<file path="src/rtl/sram_cfg_master.sv">
// ---------------------------------------------------------------------------
// sram_cfg_master
//
// Avalon-MM master that stands in for the host on the SRAM controller's
// eight-register slave port. A single start pulse programs one test run,
// polls the status register until the run completes, reads back the result
// registers and then clears the send/enable bits again.
//
// Bus sequence for one run:
//   a0 <= cfg_sta_addr, a1 <= cfg_area, a2 <= cfg_op, a4 <= 1, a3 <= 1,
//   read a7 until bit DONE_BIT is set, read a5, read a6,
//   a3 <= 0, a4 <= 0, one-cycle done pulse.
// Every accepted transfer is followed by one idle bus cycle.
//
// Parameters:
//   DONE_BIT  bit of the status register (reg 7) that flags run complete
//   POLL_MAX  status reads allowed before timeout (timeout build only)
//
// Optional feature (macro SRAM_CFG_MASTER_TIMEOUT_EN):
//   defined   : poll counter; after POLL_MAX status reads without DONE_BIT
//               the result reads are skipped, error is set and the clear
//               writes still run.
//   undefined : polling never gives up, error is tied to 0.
//
// Ports:
//   avalon_clk      clock, rising edge
//   reset_n         asynchronous active-low reset
//   start           one-cycle run request, honoured only when idle
//   cfg_sta_addr    value written to reg 0
//   cfg_area        value written to reg 1
//   cfg_op          value written to reg 2
//   chipselect, address, write, writedata, read   Avalon master outputs
//   readdata, waitrequest                         Avalon slave responses
//   busy            high while a run is in progress
//   done            one-cycle completion pulse
//   error           sticky timeout flag, cleared by the next start
//   res_addr        captured reg 5
//   res_data        captured reg 6
//   res_status      last captured reg 7
// ---------------------------------------------------------------------------
module sram_cfg_master #(
  parameter int DONE_BIT = 0,
  parameter int POLL_MAX = 1024
) (
  input  logic        avalon_clk,
  input  logic        reset_n,
  input  logic        start,
  input  logic [31:0] cfg_sta_addr,
  input  logic [31:0] cfg_area,
  input  logic [31:0] cfg_op,
  output logic        chipselect,
  output logic [2:0]  address,
  output logic        write,
  output logic [31:0] writedata,
  output logic        read,
  input  logic [31:0] readdata,
  input  logic        waitrequest,
  output logic        busy,
  output logic        done,
  output logic        error,
  output logic [31:0] res_addr,
  output logic [31:0] res_data,
  output logic [31:0] res_status
);

  typedef enum logic [3:0] {
    IDLE,
    W_STA,
    W_AREA,
    W_OP,
    W_EN,
    W_SEND,
    POLL,
    R_ADDR,
    R_DATA,
    C_SEND,
    C_EN,
    FIN
  } state_t;

  state_t      state;
  // Set for the single idle bus cycle that follows every accepted transfer;
  // the transfer belonging to 'state' is launched when it clears.
  logic        gap;
  logic        accept;
  logic [31:0] area_q;
  logic [31:0] op_q;

  assign accept = chipselect & ~waitrequest;

`ifdef SRAM_CFG_MASTER_TIMEOUT_EN
  localparam int POLL_CNT_W = $clog2(POLL_MAX + 1);
  localparam logic [POLL_CNT_W-1:0] POLL_LIMIT = POLL_CNT_W'(POLL_MAX);

  logic [POLL_CNT_W-1:0] poll_cnt;
  logic [POLL_CNT_W-1:0] poll_cnt_nxt;
  logic                  error_q;

  assign poll_cnt_nxt = poll_cnt + 1'b1;
  assign error        = error_q;
`else
  assign error = 1'b0;
`endif

  // Configuration words for the later writes are frozen when the run is
  // accepted; reg 0 is written straight from cfg_sta_addr at that edge.
  always_ff @(posedge avalon_clk) begin
    if (state == IDLE && start) begin
      area_q <= cfg_area;
      op_q   <= cfg_op;
    end
  end

  always_ff @(posedge avalon_clk or negedge reset_n) begin
    if (!reset_n) begin
      state      <= IDLE;
      gap        <= 1'b0;
      chipselect <= 1'b0;
      address    <= 3'd0;
      write      <= 1'b0;
      writedata  <= 32'd0;
      read       <= 1'b0;
      busy       <= 1'b0;
      done       <= 1'b0;
      res_addr   <= 32'd0;
      res_data   <= 32'd0;
      res_status <= 32'd0;
`ifdef SRAM_CFG_MASTER_TIMEOUT_EN
      poll_cnt   <= '0;
      error_q    <= 1'b0;
`endif
    end else begin
      done <= 1'b0;
      case (state)
        IDLE: begin
          if (start) begin
            state      <= W_STA;
            chipselect <= 1'b1;
            write      <= 1'b1;
            read       <= 1'b0;
            address    <= 3'd0;
            writedata  <= cfg_sta_addr;
            busy       <= 1'b1;
`ifdef SRAM_CFG_MASTER_TIMEOUT_EN
            poll_cnt   <= '0;
            error_q    <= 1'b0;
`endif
          end
        end

        FIN: begin
          // start is deliberately not looked at here
          state <= IDLE;
        end

        default: begin
          if (gap) begin
            // Idle cycle over: launch the transfer of the current state.
            gap        <= 1'b0;
            chipselect <= 1'b1;
            case (state)
              W_AREA: begin
                address   <= 3'd1;
                writedata <= area_q;
                write     <= 1'b1;
              end
              W_OP: begin
                address   <= 3'd2;
                writedata <= op_q;
                write     <= 1'b1;
              end
              W_EN: begin
                address   <= 3'd4;
                writedata <= 32'd1;
                write     <= 1'b1;
              end
              W_SEND: begin
                address   <= 3'd3;
                writedata <= 32'd1;
                write     <= 1'b1;
              end
              POLL: begin
                address <= 3'd7;
                read    <= 1'b1;
              end
              R_ADDR: begin
                address <= 3'd5;
                read    <= 1'b1;
              end
              R_DATA: begin
                address <= 3'd6;
                read    <= 1'b1;
              end
              C_SEND: begin
                address   <= 3'd3;
                writedata <= 32'd0;
                write     <= 1'b1;
              end
              C_EN: begin
                address   <= 3'd4;
                writedata <= 32'd0;
                write     <= 1'b1;
              end
              default: begin
                chipselect <= 1'b0;
              end
            endcase
          end else if (accept) begin
            // Transfer accepted: drop the strobes (address and writedata
            // keep their value) and insert the idle cycle.
            chipselect <= 1'b0;
            write      <= 1'b0;
            read       <= 1'b0;
            gap        <= 1'b1;
            case (state)
              W_STA:  state <= W_AREA;
              W_AREA: state <= W_OP;
              W_OP:   state <= W_EN;
              W_EN:   state <= W_SEND;
              W_SEND: state <= POLL;
              POLL: begin
                res_status <= readdata;
`ifdef SRAM_CFG_MASTER_TIMEOUT_EN
                poll_cnt   <= poll_cnt_nxt;
`endif
                if (readdata[DONE_BIT]) begin
                  state <= R_ADDR;
`ifdef SRAM_CFG_MASTER_TIMEOUT_EN
                end else if (poll_cnt_nxt == POLL_LIMIT) begin
                  // Give up: keep the old results, flag it, still clean up.
                  error_q <= 1'b1;
                  state   <= C_SEND;
`endif
                end else begin
                  state <= POLL;
                end
              end
              R_ADDR: begin
                res_addr <= readdata;
                state    <= R_DATA;
              end
              R_DATA: begin
                res_data <= readdata;
                state    <= C_SEND;
              end
              C_SEND: state <= C_EN;
              C_EN: begin
                // Last transfer goes straight to the done cycle, no gap.
                gap   <= 1'b0;
                busy  <= 1'b0;
                done  <= 1'b1;
                state <= FIN;
              end
              default: state <= IDLE;
            endcase
          end
        end
      endcase
    end
  end

endmodule

</file>
<file path="config.mk">
export PLATFORM = sky130hd
export DESIGN_NAME = sram_cfg_master
export DESIGN_NICKNAME = d
export VERILOG_FILES = /design/src/rtl/sram_cfg_master.sv
export SDC_FILE = /design/constraint.sdc
export NUM_CORES = 1
export LEC_CHECK = 0
export BUFFER_PORTS_ARGS = -buffer_cell sky130_fd_sc_hd__buf_2
export CORE_MARGIN = 2
export CORE_UTILIZATION = 30
export CTS_CLUSTER_DIAMETER = 150
export CTS_CLUSTER_SIZE = 10
export DETAILED_ROUTE_END_ITERATION = 7
export GPL_ROUTABILITY_DRIVEN = 0
export GPL_TIMING_DRIVEN = 0
export SLEW_MARGIN = 20
export SYNTH_ARGS = -nofsm -noshare
export SYNTH_HDL_FRONTEND = slang
export SYNTH_SLANG_ARGS = --single-unit
</file>
<file path="constraint.sdc">
create_clock -name avalon_clk -period 7.2 [get_ports avalon_clk]
set_input_delay 0.36 -clock avalon_clk [delete_from_list [all_inputs] [get_ports avalon_clk]]
set_output_delay 0.36 -clock avalon_clk [all_outputs]
set_load 0.02 [all_outputs]
</file>
After elaboration in Yosys (flattened, before gate mapping)
Index checks and enable logic that the tools add are counted.
- equality and inequality tests: 16
- muxes and demuxes: 37
- reductions and logical operators: 27
- bitwise gates (word level): 5
- operators with widths (operator ; count):
    $pmux W32 S4 ; 1
    $mux W32 ; 2
    $pmux W32 S2 ; 1
    $pmux W4 S10 ; 1
    $reduce_and A4 Y1 ; 7
    $pmux W3 S7 ; 1
    $mux W1 ; 20
    $eq A4 B3 Y1 const B ; 4
    $eq A4 B4 Y1 const B ; 4
    $mux W4 ; 3
    $reduce_or A2 Y1 ; 5
    $reduce_or A9 Y1 ; 1
    $eq A4 B2 Y1 const B ; 2
    $pmux W1 S2 ; 4
    $pmux W4 S2 ; 1
    $reduce_bool A8 Y1 ; 1
    $mux W3 ; 2
    $ne A3 B2 Y1 const B ; 2
    $pmux W3 S2 ; 1
    $reduce_and A3 Y1 ; 2
    $reduce_bool A2 Y1 ; 3
    $reduce_bool A3 Y1 ; 2
    $reduce_or A6 Y1 ; 1
    $reduce_and A5 Y1 ; 1
    10 further kinds ; 13
- output and inout port bits: 137
- register bits: 205
- word-level logic and storage cells: 99
- bits of input ports: 132

Logic depth before layout (Yosys ltp)
- depth in word-level cells: 5
- depth in mapped cells: 7
- depth with buffers taken out: 4

Worst setup path after synthesis
No wires, ideal clock.
- kind: register to register
- start point: reg state[1]
- end point: reg area_q[0], enable pin
- data arrival time: 2.855 ns
- buffers on the path: 3
- period minus slack after synthesis: 3.286 ns
- slack: 3.914 ns
- library setup time: 0.431 ns
- stages on the path, launching flop included: 6
- data required time: 6.769 ns
- cells stage by stage: dfrtp_1 -> buf_2 -> buf_4 -> nor4_4 -> buf_2 -> and2_1
- longest elaborated chain between the ends: 2
- ends and longest elaborated chain (what ; line ; text):
    start: declaration ; 81 ; state_t state;
    start signal: assignment ; 116 ; state <= IDLE;
    start signal: assignment ; 137 ; state <= W_STA;
    start signal: assignment ; 153 ; state <= IDLE;
    $logic_not A4 Y1 ; 108 ; if (state == IDLE && start) begin
    $logic_and A1 B1 Y1 ; 108 ;
    end signal: assignment ; 109 ; area_q <= cfg_area;
    end: declaration ; 86 ; logic [31:0] area_q;
Every way passes these cells.
A chain may end at the register's enable or synchronous reset.

Worst setup path after layout
- start point: reg state[1]
- end point: reg op_q[13], enable pin
- longest elaborated chain between the ends: 2
- ends and longest elaborated chain (what ; line ; text):
    $logic_not A4 Y1 ; 108 ;
    $logic_and A1 B1 Y1 ; 108 ;
    end signal: assignment ; 110 ; op_q <= cfg_op;
    end: declaration ; 87 ; logic [31:0] op_q;
Every way passes these cells.

==> reports/qor.csv <==
metric;value;unit
outcome;complete, no violations;
Reg-to-Reg Start;state[1];
crit path max fanout;50;
worst hold start;cfg_area[15];
gate count of the mapped netlist;588;
final setup violation count;0;
Die X;172.7;um
vias per cell;4.653;
drt total wl;23230;um
most common cell after layout, fill and taps aside;buf_2;
final std cells w/o fill;1317;
Crit Reg-Reg Endpoint;op_q[13];
Die Span Y;172.7;um
worst endpoint required time;7.40;ns
CORE AREA;27930;um^2
min Tclk post-route;2.703;ns
crit share post-route;37.53;%
Sink Count;205;
Post-CTS Resized;0;
Slew @ Worst Pin;0.7190;ns
H-tree depth;1;
Post-CTS Setup Inserts;0;
fin. max-slew vios;0;
Rel. slew slack;51.74;%
Max Fclk;370.0;MHz
Antenna Nets Post-Route;0;
RSZ-0062 raised after global routing;false;
Synth Cell Area;8539;um^2
largest net degree at the start of global routing;95;
Synth Flop Type;dfrtp_1;
antenna diode count;0;
CP arrival;2.90;ns
Leak Pwr;5.617;nW
Hold Crit Depth;1;
cells on worst reg2reg path;6;
Synth cell types;54;
total iterations of the first detailed-routing run;4;
Post-synth ARST share;68.78;%
Mapped Avg Cell Area;14.52;um^2
Post-Syn Nets;720;
Num CTS Buffers;24;
R2R Setup Slk;4.50;ns
layout cells sized above 1;38.34;%
maximum VDD drop;0.0002407;V
placed cells;1235;
Setup TNS;0;ns
most frequent cells in the layout;buf_2 (289), dfrtp_1 (141), mux2_1 (94);
Clock Skews;0.02356;ns
std cell rows;61;
via count;6128;
grt ovf;0;
HPWL Detailed;16250;um
overall power;4.826;mW
max_cap viols;0;
area grow syn2layout;35.21;%
CTS root buffer;clkbuf_16;
cts hold-fix bufs;46;
Hold EP;area_q[15];
Startpoint Class;flip-flop;
Total Routing Usage GR;15.39;%
Avg WL per Cell;17.64;um
Hold WC Path Type;in -> reg;
CP Class;reg -> reg;
initial antenna violation count;1;
Hold Vio Cnt, Final;0;
Seq cells post-synth;205;
DRT iter0 DRCs;252;
die area;29830;um^2
IO Port Bufs;267;
Worst-path clk slew;0.06;ns
Critical Path End Type;flip-flop;
worst-case clock buffer depth;3;
Layout Nets;1061;
synth warn;0;
pwr dens;417.9;nW/um^2
io pins;269;
CTS tree;built;
Worst-Skew Late Latency;0.52;ns
EDFF count, synth;64;
register area share after synthesis;63.82;%
first-pass GRT wire length;36670;um
Initial Utilization;30.57;%
vias in the first global route;6297;
DRC violations left;0;
-- synth_stat cells, drive strengths merged, types with 7 or more instances --
cell type / n / area (um^2)
o21ai: 11 / 55.05
nand2: 9 / 33.78
nand2b: 8 / 50.05
clkbuf: 12 / 45.04
buf: 30 / 171.4
nor2: 10 / 37.54
inv: 34 / 127.6
dfrtp: 141 / 3528
a22oi: 33 / 247.7
a21oi: 15 / 78.83
edfxtp: 64 / 1922
nor2b: 7 / 43.79
mux2: 126 / 1524
o31ai: 37 / 277.8
-- through the flow --
stage	cell area, um^2	util [%]	hold slack [ns]	setup WS (ns)
6_report	11550	41.33	0.02717	4.497
5_1_grt	11550	41.33	0.005104	4.328
4_1_cts	11550	41.33	0.00009026	4.428
3_5_place_dp	10420	37.29	0.2865	4.450
3_3_place_gp	10350	37.05	0.4622	2.677
2_1_floorplan	8539	-	0.06441	3.914
-- power by group --
part           leakage (nW)  switching, mW  internal, mW
registers              2.41          0.167          1.58
logic                  2.88           1.21         0.786
clock network         0.324          0.448         0.628
-- cell type report --
| class | instances | area (um^2) |
|---|---|---|
| timing repair buffer | 315 | 1862 |
| multi-input combinational | 306 | 2744 |
| clock buffer | 35 | 663.1 |
| buffer | 42 | 216.5 |
| fill | 2661 | 16390 |
| clock inverter | 1 | 6.256 |
| inverter | 35 | 131.4 |
| tap | 378 | 473.0 |
| sequential | 205 | 5450 |
-- sequential cells by signal, summed over array words and instances (netlist names), 3 cells and up --
| name | flops |
|---|---|
| area_q | 32 |
| op_q | 32 |
| res_addr | 32 |
| res_data | 32 |
| res_status | 32 |
| writedata | 32 |
| state | 4 |
| address | 3 |
-- kinds of logic after synthesis --
group	after synthesis	share of synthesized area, %
buffers and inverters	77	4.073
flip-flops	205	63.82
AND/OR/NAND/NOR	56	4.000
multiplexers	126	17.85
other	1	0.04391
AO/OA/AOI/OAI	123	10.21
-- routing by layer --
layer | global-route usage (%) | share of wire, %
met1 | 20.08 | 43
met2 | 25.42 | 46
met4 | 3.849 | 2.2
met3 | 4.200 | 8.3
met5 | 0 | 0.069
-- worst max-delay path, cell delays in order (launching register included) --
cell and delay, ns:
dfrtp_1 0.35, buf_2 0.17, buf_4 0.19, nor4_4 0.62
buf_2 0.35, and2_4 0.38, buf_16 0.28
-- worst max-delay path by stage --
stage	start	to	slack, ns
2_1_floorplan	state[1]	area_q[0]	3.91
6_report	state[1]	op_q[13]	4.50
3_3_place_gp	state[1]	area_q[2]	2.68
3_5_place_dp	state[1]	op_q[13]	4.45
4_1_cts	state[1]	area_q[12]	4.43
5_1_grt	state[1]	op_q[3]	4.33
Power figures use the tool's default switching activity.
